==> src/rtl/dm_lsu_pkg.sv <==
// +----------------------------------------------------------------------+
// | dm_lsu_pkg : shared encodings and defaults for the load/store unit   |
// | Revision   : 1.0                                                     |
// +----------------------------------------------------------------------+
`default_nettype none

package dm_lsu_pkg;

  localparam logic [1:0] SZ_BYTE = 2'b00;
  localparam logic [1:0] SZ_HALF = 2'b01;
  localparam logic [1:0] SZ_WORD = 2'b10;

  localparam logic [23:0] DM_BASE_HI = 24'h710000;

  typedef enum logic [1:0] {
    IDLE  = 2'd0,
    WRITE = 2'd1,
    RESP  = 2'd2
  } state_t;

endpackage

`default_nettype wire

==> src/rtl/dm_lsu_lane.sv <==
// +----------------------------------------------------------------------+
// | dm_lsu_lane : byte-lane load extract/extend and store merge          |
// | Revision    : 1.0                                                    |
// +----------------------------------------------------------------------+
`default_nettype none

module dm_lsu_lane
  import dm_lsu_pkg::*;
(
  input  logic [31:0] rd_word,
  input  logic [1:0]  lane,
  input  logic [1:0]  size,
  input  logic        uns,
  input  logic [31:0] old_word,
  input  logic [31:0] new_data,
  output logic [31:0] load_data,
  output logic [31:0] merged
);

  logic [7:0]  sel_byte;
  logic [15:0] sel_half;

  always_comb begin
    sel_byte  = rd_word[{lane, 3'b000} +: 8];
    sel_half  = rd_word[{lane[1], 4'b0000} +: 16];
    load_data = rd_word;
    case (size)
      SZ_BYTE: load_data = {{24{~uns & sel_byte[7]}}, sel_byte};
      SZ_HALF: load_data = {{16{~uns & sel_half[15]}}, sel_half};
      default: load_data = rd_word;
    endcase
  end

  always_comb begin
    merged = old_word;
    case (size)
      SZ_BYTE: merged[{lane, 3'b000} +: 8]     = new_data[7:0];
      SZ_HALF: merged[{lane[1], 4'b0000} +: 16] = new_data[15:0];
      default: merged = new_data;
    endcase
  end

endmodule

`default_nettype wire

==> src/rtl/dm_lsu.sv <==
// +----------------------------------------------------------------------+
// | dm_lsu   : core load/store initiator for word-organised data memory  |
// | Revision : 1.0                                                       |
// +----------------------------------------------------------------------+
`default_nettype none

module dm_lsu
  import dm_lsu_pkg::*;
#(
  parameter int                ADDR_W  = 32,
  parameter logic [ADDR_W-9:0] BASE_HI = DM_BASE_HI
) (
  input  logic              clk_i,
  input  logic              rst_n_i,
  input  logic              lsu_req_i,
  input  logic              lsu_we_i,
  input  logic [1:0]        lsu_size_i,
  input  logic              lsu_uns_i,
  input  logic [ADDR_W-1:0] lsu_addr_i,
  input  logic [31:0]       lsu_wd_i,
  output logic              lsu_stall_o,
  output logic              lsu_valid_o,
  output logic [31:0]       lsu_rd_o,
  output logic              lsu_err_o,
  output logic [ADDR_W-1:0] mem_a_o,
  output logic [31:0]       mem_wd_o,
  output logic              mem_we_o,
  input  logic [31:0]       mem_rd_i
);

  state_t            state;
  state_t            state_nxt;
  logic [ADDR_W-1:0] addr_q;
  logic [31:0]       wbuf_q;
  logic              access_err;
  logic              accept;
  logic              we_dec;
  logic [31:0]       load_data;
  logic [31:0]       merged;

  dm_lsu_lane u_lane (
    .rd_word   (mem_rd_i),
    .lane      (lsu_addr_i[1:0]),
    .size      (lsu_size_i),
    .uns       (lsu_uns_i),
    .old_word  (mem_rd_i),
    .new_data  (lsu_wd_i),
    .load_data (load_data),
    .merged    (merged)
  );

  always_comb begin
    access_err = (lsu_addr_i[ADDR_W-1:8] != BASE_HI)
              || (lsu_size_i == 2'b11)
              || ((lsu_size_i == SZ_HALF) && lsu_addr_i[0])
              || ((lsu_size_i == SZ_WORD) && (lsu_addr_i[1:0] != 2'b00));
    accept     = (state == IDLE) && lsu_req_i;
  end

  always_comb begin
    state_nxt   = state;
    lsu_stall_o = 1'b0;
    we_dec      = 1'b0;
    mem_a_o     = {lsu_addr_i[ADDR_W-1:2], 2'b00};
    mem_wd_o    = lsu_wd_i;
    case (state)
      IDLE: begin
        if (lsu_req_i) begin
          lsu_stall_o = 1'b1;
          if (access_err || !lsu_we_i) begin
            state_nxt = RESP;
          end else if (lsu_size_i == SZ_WORD) begin
            we_dec    = 1'b1;
            state_nxt = RESP;
          end else begin
            state_nxt = WRITE;
          end
        end
      end
      WRITE: begin
        lsu_stall_o = 1'b1;
        mem_a_o     = addr_q;
        mem_wd_o    = wbuf_q;
        we_dec      = 1'b1;
        state_nxt   = RESP;
      end
      RESP: begin
        state_nxt = IDLE;
      end
      default: begin
        state_nxt = IDLE;
      end
    endcase
    // Gated by reset so a store whose accept edge meets reset assertion never lands.
    mem_we_o = we_dec & rst_n_i;
  end

  always_ff @(posedge clk_i or negedge rst_n_i) begin
    if (!rst_n_i) begin
      state       <= IDLE;
      lsu_rd_o    <= 32'h0;
      lsu_valid_o <= 1'b0;
      lsu_err_o   <= 1'b0;
      addr_q      <= '0;
      wbuf_q      <= 32'h0;
    end else begin
      state       <= state_nxt;
      lsu_valid_o <= (state_nxt == RESP);
      lsu_err_o   <= accept && access_err;
      if (accept && !access_err && !lsu_we_i) begin
        lsu_rd_o <= load_data;
      end
      if (accept && !access_err && lsu_we_i && (lsu_size_i != SZ_WORD)) begin
        addr_q <= {lsu_addr_i[ADDR_W-1:2], 2'b00};
        wbuf_q <= merged;
      end
    end
  end

endmodule

`default_nettype wire

==> config.mk <==
export PLATFORM = sky130hd
export DESIGN_NAME = dm_lsu
export DESIGN_NICKNAME = d
export VERILOG_FILES = /design/src/rtl/dm_lsu_pkg.sv /design/src/rtl/dm_lsu_lane.sv /design/src/rtl/dm_lsu.sv
export SDC_FILE = /design/constraint.sdc
export NUM_CORES = 1
export LEC_CHECK = 0
export BUFFER_PORTS_ARGS = -buffer_cell sky130_fd_sc_hd__buf_2
export CORE_MARGIN = 4
export CORE_UTILIZATION = 25
export CTS_CLUSTER_DIAMETER = 60
export DETAILED_ROUTE_END_ITERATION = 8
export PLACE_DENSITY_LB_ADDON = 0.08
export SETUP_SLACK_MARGIN = 0.05
export SLEW_MARGIN = 10
export SYNTH_ARGS = -nofsm -noshare
export SYNTH_HDL_FRONTEND = slang
export SYNTH_HIERARCHICAL = 1
export SYNTH_SLANG_ARGS = --single-unit
==> constraint.sdc <==
create_clock -name clk_i -period 1.95 [get_ports clk_i]
set_input_delay 0.2925 -clock clk_i [delete_from_list [all_inputs] [get_ports clk_i]]
set_output_delay 0.2925 -clock clk_i [all_outputs]
set_load 0.05 [all_outputs]
# == Word level (Yosys, flattened, before mapping) ==
# Index checks and enable logic that the tools add are counted.
# op_classes
eq_ne,7
bitwise,4
n_reduce_logical,17
shift,6
n_mux,16
n_addsub,2
# ops
cell,n
$pmux 32 s2,2
$bwmux 32,2
$mux 32,2
$shift 16x7->32 const A,1
$shift 8x7->32 const A,1
$shiftx 16x7->32,1
$shiftx 32x6->16,1
$shiftx 32x6->8,1
$shiftx 8x7->32,1
$ne 24x23->1 const B,1
$neg 5->7,2
$logic_and 1x1->1,8
$eq 2x2->1 const B,3
$mux 2,3
$eq 2x1->1 const B,2
$logic_not 2->1,2
$logic_or 1x1->1,4
$mux 1,4
$pmux 1 s2,2
$pmux 2 s2,1
$and 1x1->1,3
$logic_not 1->1,2
$ne 2x2->1 const B,1
$reduce_bool 2->1,1
$not 1->1,1
# totals
reg_bits,98
in_bits,103
output_inout_bits,100
word_cells,58

# == Longest topological paths before layout ==
# logic_depth
word_depth,9
mapped_depth,10
depth_no_buf,7

# == By module ==
# The synthesis kept the hierarchy.
# modules_own_cells
mod,seq_area_each_um2,area_each_um2,n_inst,cells_per_inst
dm_lsu,2452.4,4581.9,1,435
dm_lsu_lane,0.0,1950.6,1,276

# == Worst setup path after synthesis ==
# Ideal clock, no wire load.
# synth_path
kind,input to register
start,input port lsu_addr_i[1]
end,register wbuf_q[0]
setup_time_ns,0.064
required_time_ns,1.886
path_buffers,2
stages,7
setup_slack_ns,-0.408
arrival_time_ns,2.294
path_cell_list,buf_2 inv_1 clkbuf_1 ha_1 o41ai_1 a221o_1 mux2_4
# synth_between
elab_cells_between_ends,16
classes_between,add/sub: 2; shift: 4; mux: 3; reduce/logical: 7
# synth_lines
item,line_no,rtl
"start, declared",dm_lsu.sv:19,"input logic [ADDR_W-1:0] lsu_addr_i,"
"$neg 5->7, on equally long branches","dm_lsu_lane.sv:38, dm_lsu_lane.sv:37",
"$shiftx 16x7->32, or another cell as far along",dm_lsu_lane.sv:38,"SZ_HALF: merged[{lane[1], 4'b0000} +: 16] = new_data[15:0];"
"$bwmux 32, on equally long branches","dm_lsu_lane.sv:38, dm_lsu_lane.sv:37",
$pmux 32 s2 *,dm_lsu_lane.sv:36,case (size)
net merged[0],dm_lsu.sv:39,logic [31:0] merged;
"end signal, assigned",dm_lsu.sv:115,wbuf_q <= merged;
"end, declared",dm_lsu.sv:34,logic [31:0] wbuf_q;
# Mark *: on every way through the listed nets, which the timed path passes. The rest lies on a longest branch.
# A chain may end at the register's enable or synchronous reset.

# == Worst setup path after layout ==
# layout_path
start,register state[0]
end,register wbuf_q[24]
# layout_between
elab_chain_cells,5
# layout_lines
item,line_no,rtl
"start, declared",dm_lsu.sv:31,state_t state;
"start signal, assigned",dm_lsu.sv:107,state <= state_nxt;
$logic_not 2->1,dm_lsu.sv:57,accept = (state == IDLE) && lsu_req_i;
$logic_and 1x1->1,dm_lsu.sv:57,
$logic_and 1x1->1 (3 in series),dm_lsu.sv:113,if (accept && !access_err && lsu_we_i && (lsu_size_i != SZ_WORD)) begin
# No other way between the ends.

==> metrics.txt <==
die height 169.6 µm; DRT antenna net count 0; Vias/cell 4.871; # port buffers 200; routed wire length 28.09 mm; CP Data Required Time 2.19 ns; Synth top area share 37.54%; RSZ-0062 raised after global routing true; worst slack at placement -0.3787 ns; crit end category flip-flop; largest net degree at the start of global routing 54; GRT met3 Usage 3.611%; register bit total from synthesis 98; failing checks setup timing; final critical-path share of the clock period 102.4%; total CTS buffers 9; Setup CP Type flip-flop to flip-flop; crit path max fanout 8; H-tree depth 3; Starting DRT DRC Count 375; GRT busiest layer met2; DRC 0; status complete, but fails checks; Initial Utilization 25.65%; Register-to-Register Path Depth 6; post-synthesis sequential area ratio 37.54%; DIE AREA 0.02878 mm²; GRT overflow 0; Final nets 1074; hold crit path type primary input to async pin; Root Driver clkbuf_16; Crit-path slowest cell dfrtp_1; setup ws final -0.04663 ns; worst clock skew 0.01093 ns; CTS Sinks 98; Rows 58; yosys warns 6; Tmin final 1.997 ns; vias in the first global route 6436; Worst EP arrival 2.24 ns; first-pass GRT wire length 39.98 mm; max_cap viols 0; power density over cell area 511.6 mW/mm²; Max-slew headroom 40.10%; Post-synth EDFFs 0; Total Routing Usage GR 18.14%; # IOs 203; Synth async-reset ratio 100.0%; Fill cells 2562; share of post-route cells with drive strength above 1 57.57%; mean post-synth cell area 9.188 µm²; met2 usage 29.10%; Distinct cells, synth 47; setup TNS -1.038 ns; dominant synthesized flop cell dfrtp_1; Final Hold Fails 0; biggest cell delay along the critical path 0.41 ns; n_diodes 0; Fmax achieved 0.5008 GHz; GP Congestion 0.8151; DR pass1 iterations 5; clk slew on worst S/H paths 0.08 ns; met1 usage 25.71%; maximum vdd drop 328.5 µV; Slew Viols, Final 0; CTS max path bufs 2; sequence of cells on the critical path or3b_4 > nand2b_4 > nor4_4 > buf_6 > clkbuf_16 > mux2_4; crit start category flip-flop; Static Leakage 5.806 nW; post-synthesis cell count 711; TritonCTS clock tree built; Area Growth Syn to Fin 62.80%; chip width 169.6 µm; Slew @ Worst Pin 0.8888 ns; Core Util, Final 41.75%; core footprint 0.02547 mm²; detailed placement HPWL 19.33 mm; initial antenna violation count 1; Final setup viols 60; Synth area leader dfrtp_1; Routed WL per cell 21.59 µm; clk_lat worst skew 0.36 ns; Post-Syn Area 0.006533 mm²; Vias 6337; top cells by area, synth dfrtp_1 38%, nand2_1 14%, mux2_2 9.7%; Min Hold Slack 0.07808 ns
-- timing repair --
| item | 4_1_cts | 5_1_grt |
|---|---|---|
| setup endpoints to repair | 113 | 153 |
| cloned | 3 | 11 |
| hold buffers | 0 | 0 |
| resized for setup | 272 | 139 |
| pin swaps | 32 | 49 |
| buffers inserted | 7 | 4 |
-- cells in the final DEF (no fill, tap or decap), drive strengths merged, types with 5 or more instances in the layout --
master | netlist | routed
buf | 27 | 286
nand2 | 244 | 244
dfrtp | 98 | 98
mux2 | 94 | 94
nor2b | 35 | 35
a221o | 29 | 29
clkbuf | 27 | 21
a21oi | 21 | 21
nor2 | 18 | 18
o21ai | 11 | 11
nor3b | 9 | 9
a2bb2oi | 9 | 9
a22o | 9 | 9
inv | 6 | 9
mux2i | 8 | 8
nor4 | 8 | 8
a222oi | 7 | 7
a221oi | 7 | 7
or2 | 6 | 6
a31o | 6 | 6
ha | 5 | 5
nand2b | 5 | 5
-- final timing paths --
| check | slack (ns) | from | to |
|---|---|---|---|
| setup / recovery | -0.05 | state[0] | wbuf_q[24] |
| hold / removal | 0.08 | rst_n_i | lsu_valid_o |
| setup reg to reg | -0.05 | state[0] | wbuf_q[24] |
| hold reg to reg | 0.48 | addr_q[30] | addr_q[30] |
| max in group asynchronous | 1.29 | rst_n_i | wbuf_q[17] |
| min in group clk_i | 0.18 | lsu_addr_i[4] | addr_q[4] |
-- where the power goes --
part / internal, W / switching (W) / total, W
registers: 0.00203 / 0.00000188 / 0.00204
clock network: 0.00105 / 0.000896 / 0.00195
logic: 0.000593 / 0.000866 / 0.00146
total: 0.00368 / 0.00176 / 0.00544
-- area by class of cell --
| cell class | instances | area [µm²] | share of cell area [%] |
|---|---|---|---|
| timing repair buffer | 297 | 2823 | 26.54 |
| clock buffer | 10 | 239.0 | 2.247 |
| clock inverter | 6 | 71.32 | 0.6706 |
| sequential | 98 | 2452 | 23.06 |
| inverter | 6 | 22.52 | 0.2118 |
| multi-input combinational | 554 | 4614 | 43.39 |
| tap | 330 | 412.9 | 3.882 |
-- routing by layer --
layer	vias up	part of all wire (%)
met5	-	0.025
met4	2	0.80
met3	18	5.1
met2	160	47
met1	3147	47
li1	3010	-
-- worst max-delay path: cells and delay by family (launching register included) --
family / cells / cell delay [ns]
simple gates: 3 / 0.79
flops: 1 / 0.41
buf+inv: 2 / 0.38
mux: 1 / 0.30
-- state kept, by name, indices dropped and copies added (netlist names) --
| register | count |
|---|---|
| lsu_err_o | 1 |
| wbuf_q | 32 |
| state | 2 |
| addr_q | 30 |
| lsu_valid_o | 1 |
| lsu_rd_o | 32 |
-- metrics by stage --
stage | instance area (µm²) | instances | total power (W)
after global routing | 10640 | 1301 | 0.005671
after CTS | 9812 | 1286 | 0.005473
after floorplan | 6648 | 712 | 0.002801
after global placement | 8459 | 1260 | 0.003345
final | 10640 | 1301 | 0.005441
after detailed placement | 8459 | 1260 | 0.003342
-- cells in the mapped netlist (2+ instances only) --
cell type and count:
a21oi_1 11, a21oi_2 10, a221o_1 29, a221oi_1 7, a222oi_1 7, a22o_1 9
a2bb2oi_1 9, a31o_2 6, a32o_1 2, and4bb_2 2, buf_1 7, buf_2 10
buf_4 2, buf_6 8, clkbuf_1 26, dfrtp_1 98, ha_1 5, inv_1 6
mux2_1 8, mux2_2 56, mux2_4 30, mux2i_1 8, nand2_1 244, nand2b_1 5
nor2_1 18, nor2b_1 35, nor3_1 4, nor3b_1 9, nor4_1 3, nor4_2 2
nor4_4 3, o21ai_0 10, o41ai_1 2, or2_2 6, or3b_1 2
-- cells by family (layout without fill, tap and decap cells) --
family | after synthesis | in the layout | share of synthesized area [%]
DFF | 98 | 98 | 37.54
muxes | 102 | 102 | 19.15
and+or+nand+nor | 338 | 338 | 23.83
other | 1 | 2 | 0.05741
AOI/OAI and AO/OA | 107 | 107 | 13.77
adders and majority gates | 5 | 5 | 0.9577
buffers and inverters | 60 | 319 | 4.693
(Power assumes the default switching activity.)
